--- config.mk ---
export PLATFORM = sky130hd
export DESIGN_NAME = agg_bus_arbiter_flat
export DESIGN_NICKNAME = d
export VERILOG_FILES = /design/src/rtl/agg_bus_pkg.sv /design/src/rtl/agg_bus_arbiter_if.sv /design/src/rtl/agg_rr_picker.sv /design/src/rtl/agg_bus_arbiter.sv /design/src/flat_wrapper.sv
export SDC_FILE = /design/constraint.sdc
export NUM_CORES = 1
export LEC_CHECK = 0
export CORE_ASPECT_RATIO = 1.75
export CORE_MARGIN = 2
export CORE_UTILIZATION = 35
export DETAILED_ROUTE_END_ITERATION = 8
export PLACE_DENSITY = 0.73
export SLEW_MARGIN = 20
export SYNTH_ARGS = -nofsm -noshare
export SYNTH_HDL_FRONTEND = slang
export SYNTH_HIERARCHICAL = 1
export SYNTH_SLANG_ARGS = --single-unit
--- constraint.sdc ---
create_clock -name clock -period 1.3 [get_ports clock]
set_input_delay 0.195 -clock clock [delete_from_list [all_inputs] [get_ports clock]]
set_output_delay 0.195 -clock clock [all_outputs]
set_load 0.005 [all_outputs]
--- src/rtl/agg_bus_pkg.sv ---
// Shared types and constants for the N-master aggregate bus arbiter.
package agg_bus_pkg;

    typedef enum logic [1:0] {
        IDLE  = 2'd0,
        GRANT = 2'd1,
        RESP  = 2'd2
    } agg_state_e;

    localparam int AGG_MAX_W = 64;

    // Response data returned to the master when the slave hangs; callers truncate.
    function automatic logic [AGG_MAX_W-1:0] AGG_RD_ERR();
        return '1;
    endfunction

endpackage

--- src/rtl/agg_bus_arbiter_if.sv ---
// Aggregate valid/addr/wdata -> rdata/ready bus, master lanes packed [lane][bit].
interface agg_bus_arbiter_if #(
    parameter int N_MST  = 2,
    parameter int ADDR_W = 4,
    parameter int DATA_W = 4
);
    logic [N_MST-1:0]             mst_valid;
    logic [N_MST-1:0][ADDR_W-1:0] mst_addr;
    logic [N_MST-1:0][DATA_W-1:0] mst_wdata;
    logic [N_MST-1:0][DATA_W-1:0] mst_rdata;
    logic [N_MST-1:0]             mst_ready;

    logic                         slv_valid;
    logic [ADDR_W-1:0]            slv_addr;
    logic [DATA_W-1:0]            slv_wdata;
    logic [DATA_W-1:0]            slv_rdata;
    logic                         slv_ready;

    modport master (output mst_valid, mst_addr, mst_wdata, input mst_rdata, mst_ready);
    modport slave  (input slv_valid, slv_addr, slv_wdata, output slv_rdata, slv_ready);
    modport arb (
        input  mst_valid, mst_addr, mst_wdata, slv_rdata, slv_ready,
        output mst_rdata, mst_ready, slv_valid, slv_addr, slv_wdata
    );
endinterface

--- src/rtl/agg_rr_picker.sv ---
// Combinational round-robin priority: first set request at or above ptr, wrapping.
module agg_rr_picker #(
    parameter int N  = 2,
    parameter int IW = $clog2(N)
) (
    input  logic [N-1:0]  req,
    input  logic [IW-1:0] ptr,
    output logic [IW-1:0] idx,
    output logic          any
);
    logic [IW-1:0] j;

    // Scan from the farthest offset down so the nearest hit above ptr wins last.
    always_comb begin
        idx = '0;
        any = 1'b0;
        j   = '0;
        for (int k = N - 1; k >= 0; k--) begin
            j = IW'((int'(ptr) + k) % N);
            if (req[j]) begin
                idx = j;
                any = 1'b1;
            end
        end
    end

endmodule

--- src/rtl/agg_bus_arbiter.sv ---
// N-master to 1-slave round-robin arbiter, one transaction in flight, registered outputs.
// Optional slave-hang abort enabled by defining AGG_ARB_TIMEOUT_EN.
module agg_bus_arbiter
    import agg_bus_pkg::*;
#(
    parameter int N_MST       = 2,
    parameter int ADDR_W      = 4,
    parameter int DATA_W      = 4,
    parameter int TIMEOUT_CYC = 15
) (
    input  logic                     clock,
    input  logic                     reset,
    agg_bus_arbiter_if.arb           bus,
    output logic [$clog2(N_MST)-1:0] grant_id,
    output logic                     busy,
    output logic                     err
);
    localparam int IW = $clog2(N_MST);

    agg_state_e        state;
    logic [IW-1:0]     rr_ptr;
    logic [IW-1:0]     win;
    logic              any;
    logic              vld_q;
    logic [N_MST-1:0]  ready_q;
    logic [ADDR_W-1:0] addr_q;
    logic [DATA_W-1:0] wdata_q;
    logic [DATA_W-1:0] rdata_q;

`ifdef AGG_ARB_TIMEOUT_EN
    localparam int                CW     = $clog2(TIMEOUT_CYC + 1);
    localparam logic [DATA_W-1:0] RD_ERR = DATA_W'(AGG_RD_ERR());
    logic [CW-1:0] tmo_cnt;
    logic          err_q;
    assign err = err_q;
`else
    localparam int unused_tmo = TIMEOUT_CYC;
    assign err = 1'b0;
`endif

    agg_rr_picker #(.N(N_MST), .IW(IW)) u_pick (
        .req (bus.mst_valid),
        .ptr (rr_ptr),
        .idx (win),
        .any (any)
    );

    function automatic logic [IW-1:0] next_idx(input logic [IW-1:0] i);
        return (i == IW'(N_MST - 1)) ? '0 : i + 1'b1;
    endfunction

    always_ff @(posedge clock) begin
        if (reset) begin
            state    <= IDLE;
            rr_ptr   <= '0;
            grant_id <= '0;
            vld_q    <= 1'b0;
            ready_q  <= '0;
            addr_q   <= '0;
            wdata_q  <= '0;
            rdata_q  <= '0;
            busy     <= 1'b0;
`ifdef AGG_ARB_TIMEOUT_EN
            tmo_cnt  <= '0;
            err_q    <= 1'b0;
`endif
        end else begin
            ready_q <= '0;
`ifdef AGG_ARB_TIMEOUT_EN
            err_q   <= 1'b0;
`endif
            case (state)
                IDLE: begin
                    // Request fields are captured once; masters may change them afterwards.
                    if (any) begin
                        addr_q   <= bus.mst_addr[win];
                        wdata_q  <= bus.mst_wdata[win];
                        grant_id <= win;
                        vld_q    <= 1'b1;
                        busy     <= 1'b1;
                        state    <= GRANT;
`ifdef AGG_ARB_TIMEOUT_EN
                        tmo_cnt  <= '0;
`endif
                    end
                end
                GRANT: begin
                    if (bus.slv_ready) begin
                        rdata_q           <= bus.slv_rdata;
                        vld_q             <= 1'b0;
                        ready_q[grant_id] <= 1'b1;
                        state             <= RESP;
                    end
`ifdef AGG_ARB_TIMEOUT_EN
                    else if (tmo_cnt == CW'(TIMEOUT_CYC - 1)) begin
                        rdata_q           <= RD_ERR;
                        vld_q             <= 1'b0;
                        ready_q[grant_id] <= 1'b1;
                        err_q             <= 1'b1;
                        state             <= RESP;
                    end else begin
                        tmo_cnt <= tmo_cnt + 1'b1;
                    end
`endif
                end
                RESP: begin
                    busy   <= 1'b0;
                    rr_ptr <= next_idx(grant_id);
                    state  <= IDLE;
                end
                default: state <= IDLE;
            endcase
        end
    end

    assign bus.slv_valid = vld_q;
    assign bus.slv_addr  = addr_q;
    assign bus.slv_wdata = wdata_q;
    assign bus.mst_ready = ready_q;

    for (genvar i = 0; i < N_MST; i++) begin : g_lane
        assign bus.mst_rdata[i] = rdata_q;
    end

endmodule
--- src/flat_wrapper.sv ---
// flat-port wrapper written by rule: the top's interface ports become plain ports
module agg_bus_arbiter_flat import agg_bus_pkg::*;
#(
    parameter int N_MST       = 2,
    parameter int ADDR_W      = 4,
    parameter int DATA_W      = 4,
    parameter int TIMEOUT_CYC = 15
)
  (clock, reset, grant_id, busy, err, bus_mst_valid, bus_mst_addr, bus_mst_wdata, bus_slv_rdata, bus_slv_ready, bus_mst_rdata, bus_mst_ready, bus_slv_valid, bus_slv_addr, bus_slv_wdata);
  agg_bus_arbiter_if #(.N_MST(N_MST), .ADDR_W(ADDR_W), .DATA_W(DATA_W)) bus_i ();
  input  logic clock;
  input  logic reset;
  output logic [$clog2(N_MST)-1:0] grant_id;
  output logic busy;
  output logic err;
  input wire logic [$bits(bus_i.mst_valid)-1:0] bus_mst_valid;
  input wire logic [$bits(bus_i.mst_addr)-1:0] bus_mst_addr;
  input wire logic [$bits(bus_i.mst_wdata)-1:0] bus_mst_wdata;
  input wire logic [$bits(bus_i.slv_rdata)-1:0] bus_slv_rdata;
  input wire logic [$bits(bus_i.slv_ready)-1:0] bus_slv_ready;
  output wire logic [$bits(bus_i.mst_rdata)-1:0] bus_mst_rdata;
  output wire logic [$bits(bus_i.mst_ready)-1:0] bus_mst_ready;
  output wire logic [$bits(bus_i.slv_valid)-1:0] bus_slv_valid;
  output wire logic [$bits(bus_i.slv_addr)-1:0] bus_slv_addr;
  output wire logic [$bits(bus_i.slv_wdata)-1:0] bus_slv_wdata;
  assign bus_i.mst_valid = bus_mst_valid;
  assign bus_i.mst_addr = bus_mst_addr;
  assign bus_i.mst_wdata = bus_mst_wdata;
  assign bus_i.slv_rdata = bus_slv_rdata;
  assign bus_i.slv_ready = bus_slv_ready;
  assign bus_mst_rdata = bus_i.mst_rdata;
  assign bus_mst_ready = bus_i.mst_ready;
  assign bus_slv_valid = bus_i.slv_valid;
  assign bus_slv_addr = bus_i.slv_addr;
  assign bus_slv_wdata = bus_i.slv_wdata;
  agg_bus_arbiter #(.N_MST(N_MST), .ADDR_W(ADDR_W), .DATA_W(DATA_W), .TIMEOUT_CYC(TIMEOUT_CYC)) u_core (.clock(clock), .reset(reset), .bus(bus_i), .grant_id(grant_id), .busy(busy), .err(err));
endmodule
Word level (Yosys, flattened, before mapping). Cells that the tools add are included.

Register bits: 20. Input bits: 25. Output and inout port bits: 22. Logic and storage cells: 54.

$add $sub $neg: 2. Order comparisons: 5. Equality and inequality tests: 4. Muxes and demuxes: 22. Bitwise operators: 2. Reductions and logical operators: 10.

Operators by type and width (number): $mux 4 (4); $mux 1 (12); $lt 1x2->1 const B (4); $reduce_and 2->1 (4); $mux 2 (2); $pmux 1 s2 (2); $pmux 2 s2 (1); $reduce_bool 2->1 (2); $reduce_and 3->1 (1); $reduce_or 3->1 (1); $add 1x1->1 const B (2); $eq 2x1->1 const B (1); $eq 2x2->1 const B (1); $logic_not 2->1 (1); $ne 2x1->1 const B (1); $ne 2x2->1 const B (1); $not 1->1 (2); $demux 1 s1 (1); $ge 1x1->1 const B (1); $logic_and 1x1->1 (1).

Longest topological paths before layout.
Word-level depth: 7. Mapped depth: 5. Gate-level depth less buffers: 4.

By module. The synthesis kept the hierarchy.

By module, submodules not included: agg_bus_arbiter (instances 1, cells each 82, area an instance 824.5 um^2, seq. area each 400.4 um^2); agg_rr_picker (instances 1, cells each 3, area an instance 17.5 um^2, seq. area each 0.0 um^2).

Worst setup path after synthesis. No wires, ideal clock.

Path kind: register -> register. Start point: reg u_core.state[0]. End point: reg u_core.addr_q[0] (netlist: u_core/bus.slv_addr[0]). Library setup time: 0.079 ns. Arrival time: 1.074 ns. Data required time: 1.221 ns. Path slack: 0.146 ns. Stages on the path, launching flop included: 5. Buffers on the path: 1. Clock period less this slack: 1.154 ns. Cell sequence: dfxtp_1 > nor3b_4 > buf_6 > nor2_1 > a211oi_2.

Cells in the longest elaborated chain, start to end: 2.

RTL lines: start: declaration (line agg_bus_arbiter.sv:20) `agg_state_e state;`; start signal: assignment (line agg_bus_arbiter.sv:54) `state <= IDLE;`; start signal: assignment (line agg_bus_arbiter.sv:81) `state <= GRANT;`; start signal: assignment (line agg_bus_arbiter.sv:92) `state <= RESP;`; $logic_not 2->1 (line agg_bus_arbiter.sv:72) `case (state)`; $reduce_and 2->1 (no source line); end signal: assignment (line agg_bus_arbiter.sv:76) `addr_q <= bus.mst_addr[win];`; end: declaration (line agg_bus_arbiter.sv:26) `logic [ADDR_W-1:0] addr_q;`.

No other way between the ends. A chain may end at the register's enable or synchronous reset.

Worst setup path after layout.
Start point: reg u_core.wdata_q[0] (netlist: u_core/bus.slv_wdata[0]). End point: out bus_slv_wdata[0].

RTL lines: start: declaration (line agg_bus_arbiter.sv:27) `logic [DATA_W-1:0] wdata_q;`; start signal: assignment (line agg_bus_arbiter.sv:77) `wdata_q <= bus.mst_wdata[win];`; end: declaration (line flat_wrapper.sv:25) `output wire logic [$bits(bus_i.slv_wdata)-1:0] bus_slv_wdata;`.

No word-level cell between the ends.

==> key figures <==
STA
  • Clk_skew: 3.58 ps
  • Fin crit share: 98.0%
  • Fin crit period: 1270 ps
  • Fmax: 0.785 GHz
  • Max-slew violation count: 0
  • Final WS setup: 26.0 ps
  • Final Hold Violating Endpoints: 0
  • RSZ-0062 raised after global routing: no
  • Final setup fails: 0

CTS
  • Skew-Pair Late Insertion Delay: 250 ps
  • Sink Count: 20
  • Root buf cell: clkbuf_8
  • Num CTS Buffers: 3
  • CTS tree: built
  • Cts hold-fix bufs: 0
  • Bufs on Longest Clock Path: 2
  • H-tree depth: 1
  • Reg clk slew, reported paths: 70 ps

Die
  • Chip height: 68.9 um
  • Core area: 2270 um2
  • # rows: 23
  • Die width: 41.1 um
  • Top Ports: 47
  • DIE AREA: 2830 um2
  • Initial Util: 37.0%

Layout
  • Antenna fix cells: 0
  • # fillers: 209
  • Share of cells above drive strength 1: 19.5%
  • Most common cell after layout, fill and taps aside: clkdlybuf4s50_1
  • Net count, final: 159
  • Area Growth Syn to Fin: 73.1%
  • Layout Cells excl Fill: 158
  • Most frequent cells in the layout: 25 x clkdlybuf4s50_1, 16 x nor2_1, 14 x dfxtp_1

Routing
  • WL per Instance: 13.6 um
  • Drt total wl: 2.15 mm
  • Starting DRC count in detailed routing: 13
  • DR vias: 770
  • Pre-Repair DR Iteration Count: 4
  • Vias per cell: 4.87
  • Final ANT Viol Nets: 0
  • DRC viols: 0

Synth
  • Simple-gate share of the synthesized area: 14.4%
  • Mux cell area share after synthesis: 15.5%
  • Syn Area/Cell: 9.91 um2
  • Complex-gate fraction of the synthesized area: 13.5%
  • Sequential share of the synthesized area: 47.5%
  • Post-Synth Adder-Cell Area: 0%
  • Synthesized flop and latch total: 20
  • Cells after synthesis: 85
  • Synth Area in XOR/XNOR: 0%
  • Largest family of logic cells by synthesized area: multiplexers
  • Cell Area, Synth: 842 um2
  • Post-Syn Nets: 110
  • Ys Warns: 6
  • Yosys cell types: 22

Min path
  • Worst hold start: u_core/grant_id
  • WHS Path Cells: 1
  • Hold WC Path Type: flip-flop to flip-flop

Setup path
  • R2R Setup Slk: 90 ps
  • CP startpoint kind: flip-flop
  • Worst EP arrival: 1080 ps
  • Largest stage delay on the critical path: 490 ps
  • Worst-path maximum fanout: 2
  • Depth of the worst register-to-register path: 5
  • Reg2reg start: u_core/rr_ptr
  • Worst Setup SP: u_core/bus.slv_wdata[0]
  • CP max-delay cell: clkdlybuf4s50_1
  • Crit. path cell count: 1
  • Crit-path cells: clkdlybuf4s50_1
  • Buf+Inv Stages, Crit Path: 1
  • Crit Reg-Reg Endpoint: u_core/bus.slv_wdata[3]
  • Crit path to: bus_slv_wdata[0]
  • CP Class: flip-flop to output port
  • CP required: 1110 ps
  • Cell family with most CP delay: buffers and inverters
  • CP endpoint kind: output port

Pwr
  • VDD IR max: 832 uV
  • PwrDens: 1050 nW/um2
  • Pleak: 0.769 nW

Global routing
  • Vias in the first global route: 747
  • First-pass GRT wire length: 3.36 mm
  • Largest net degree at the start of global routing: 14
  • Initial antenna violation count: 0
  • GRT Total Usage: 17.4%
  • Remaining global-route overflow: 0

Status
  • Outcome: complete, no violations

Place
  • Pre-CTS setup slack: -271 ps
  • Placer Congestion: 0.678
  • Inst Count DP: 152
  • Hpwl dp: 1.54 mm
  • Port bufs: 45

Run
  • Max Cap Viol: 0
==> layer usage <==
| metal | GRT usage [%] | up-vias | share of wire (%) |
|---|---|---|---|
| li1 | - | 383 | - |
| met1 | 19.0 | 365 | 36 |
| met5 | 0 | - | 0 |
| met4 | 5.00 | 0 | 0.093 |
| met2 | 31.8 | 20 | 60 |
| met3 | 3.21 | 2 | 4.2 |
==> report_power, final <==
group	total, W	switching, W	leakage [nW]	internal [W]
sequential	0.000695	0.0000307	0.167	0.000665
clock	0.000461	0.000192	0.0288	0.000269
combinational	0.000378	0.000143	0.573	0.000234
total	0.00153	0.000366	0.769	0.00117
==> registers in the layout, summed over array words and instances (netlist names) <==
name and count:
u_core/busy 1, u_core/bus.slv_wdata 4, u_core/rdata_q 4, u_core/state 2, u_core/rr_ptr 1, u_core/grant_id 1
u_core/bus.mst_ready 2, u_core/bus.slv_valid 1, u_core/bus.slv_addr 4
==> how the worst min path moves through the flow <==
| stage | slack [ps] | end |
|---|---|---|
| final | 460 | u_core/bus.mst_ready[0] |
| after global routing | 490 | u_core/bus.mst_ready[0] |
| after CTS | 460 | u_core/bus.mst_ready[0] |
| after detailed placement | 490 | u_core/bus.slv_wdata[2] |
| after global placement | 470 | u_core/bus.slv_valid |
| after floorplan | 310 | u_core/state[0] |
==> logic make-up after synthesis <==
kind of cell | count (synthesis)
buffers and inverters | 12
flip-flops | 20
AND/OR/NAND/NOR | 24
multiplexers | 13
other | 1
AO/OA/AOI/OAI | 15
==> Yosys cell counts (all sizes together) <==
library cell   n  area share, %
dfxtp         20             48
a21oi          2            1.2
nor3           2            1.2
nand3b         1           0.89
nor3b          1            2.2
nor2b          2            1.5
o21ai          2            1.2
nor2          16            7.1
and2           1           0.74
buf            8            6.8
a21boi         1           0.89
or2            1           0.74
inv            3            1.3
a2111oi        1            1.0
mux2i         13             15
clkbuf         1           0.45
a211oi         9            9.2
conb           1           0.45
==> per-stage QoR <==
step / utilization (%) / area [um2] / setup TNS [ps] / power (W) / hold slack, ps
detailed placement: 58.1 / 1320 / -2460 / 0.00106 / 492
finish: 64.1 / 1460 / 0 / 0.00153 / 458
floorplan: - / 842 / 0 / 0.000854 / 312
global route: 64.1 / 1460 / 0 / 0.00161 / 491
CTS: 62.9 / 1430 / 0 / 0.00156 / 463
global placement: 58.1 / 1320 / -2150 / 0.00105 / 472
==> area by class of cell <==
class,instances,area (um2),area share (%)
flip-flops and latches,20,408,28.0
inverters,3,11.3,0.773
repair buffers,53,559,38.4
clock buffers,4,55.1,3.78
well taps,25,31.3,2.15
multi-input cells,53,393,27.0
==> timing repair <==
item                                    in CTS  in global routing
endpoints found under the setup margin      21                 11
setup buffers                                1                  0
pin swaps                                    2                  0
resized for setup                           22                 11
cloned                                       1                  0
No activity file was read; power rests on OpenSTA's default activity.
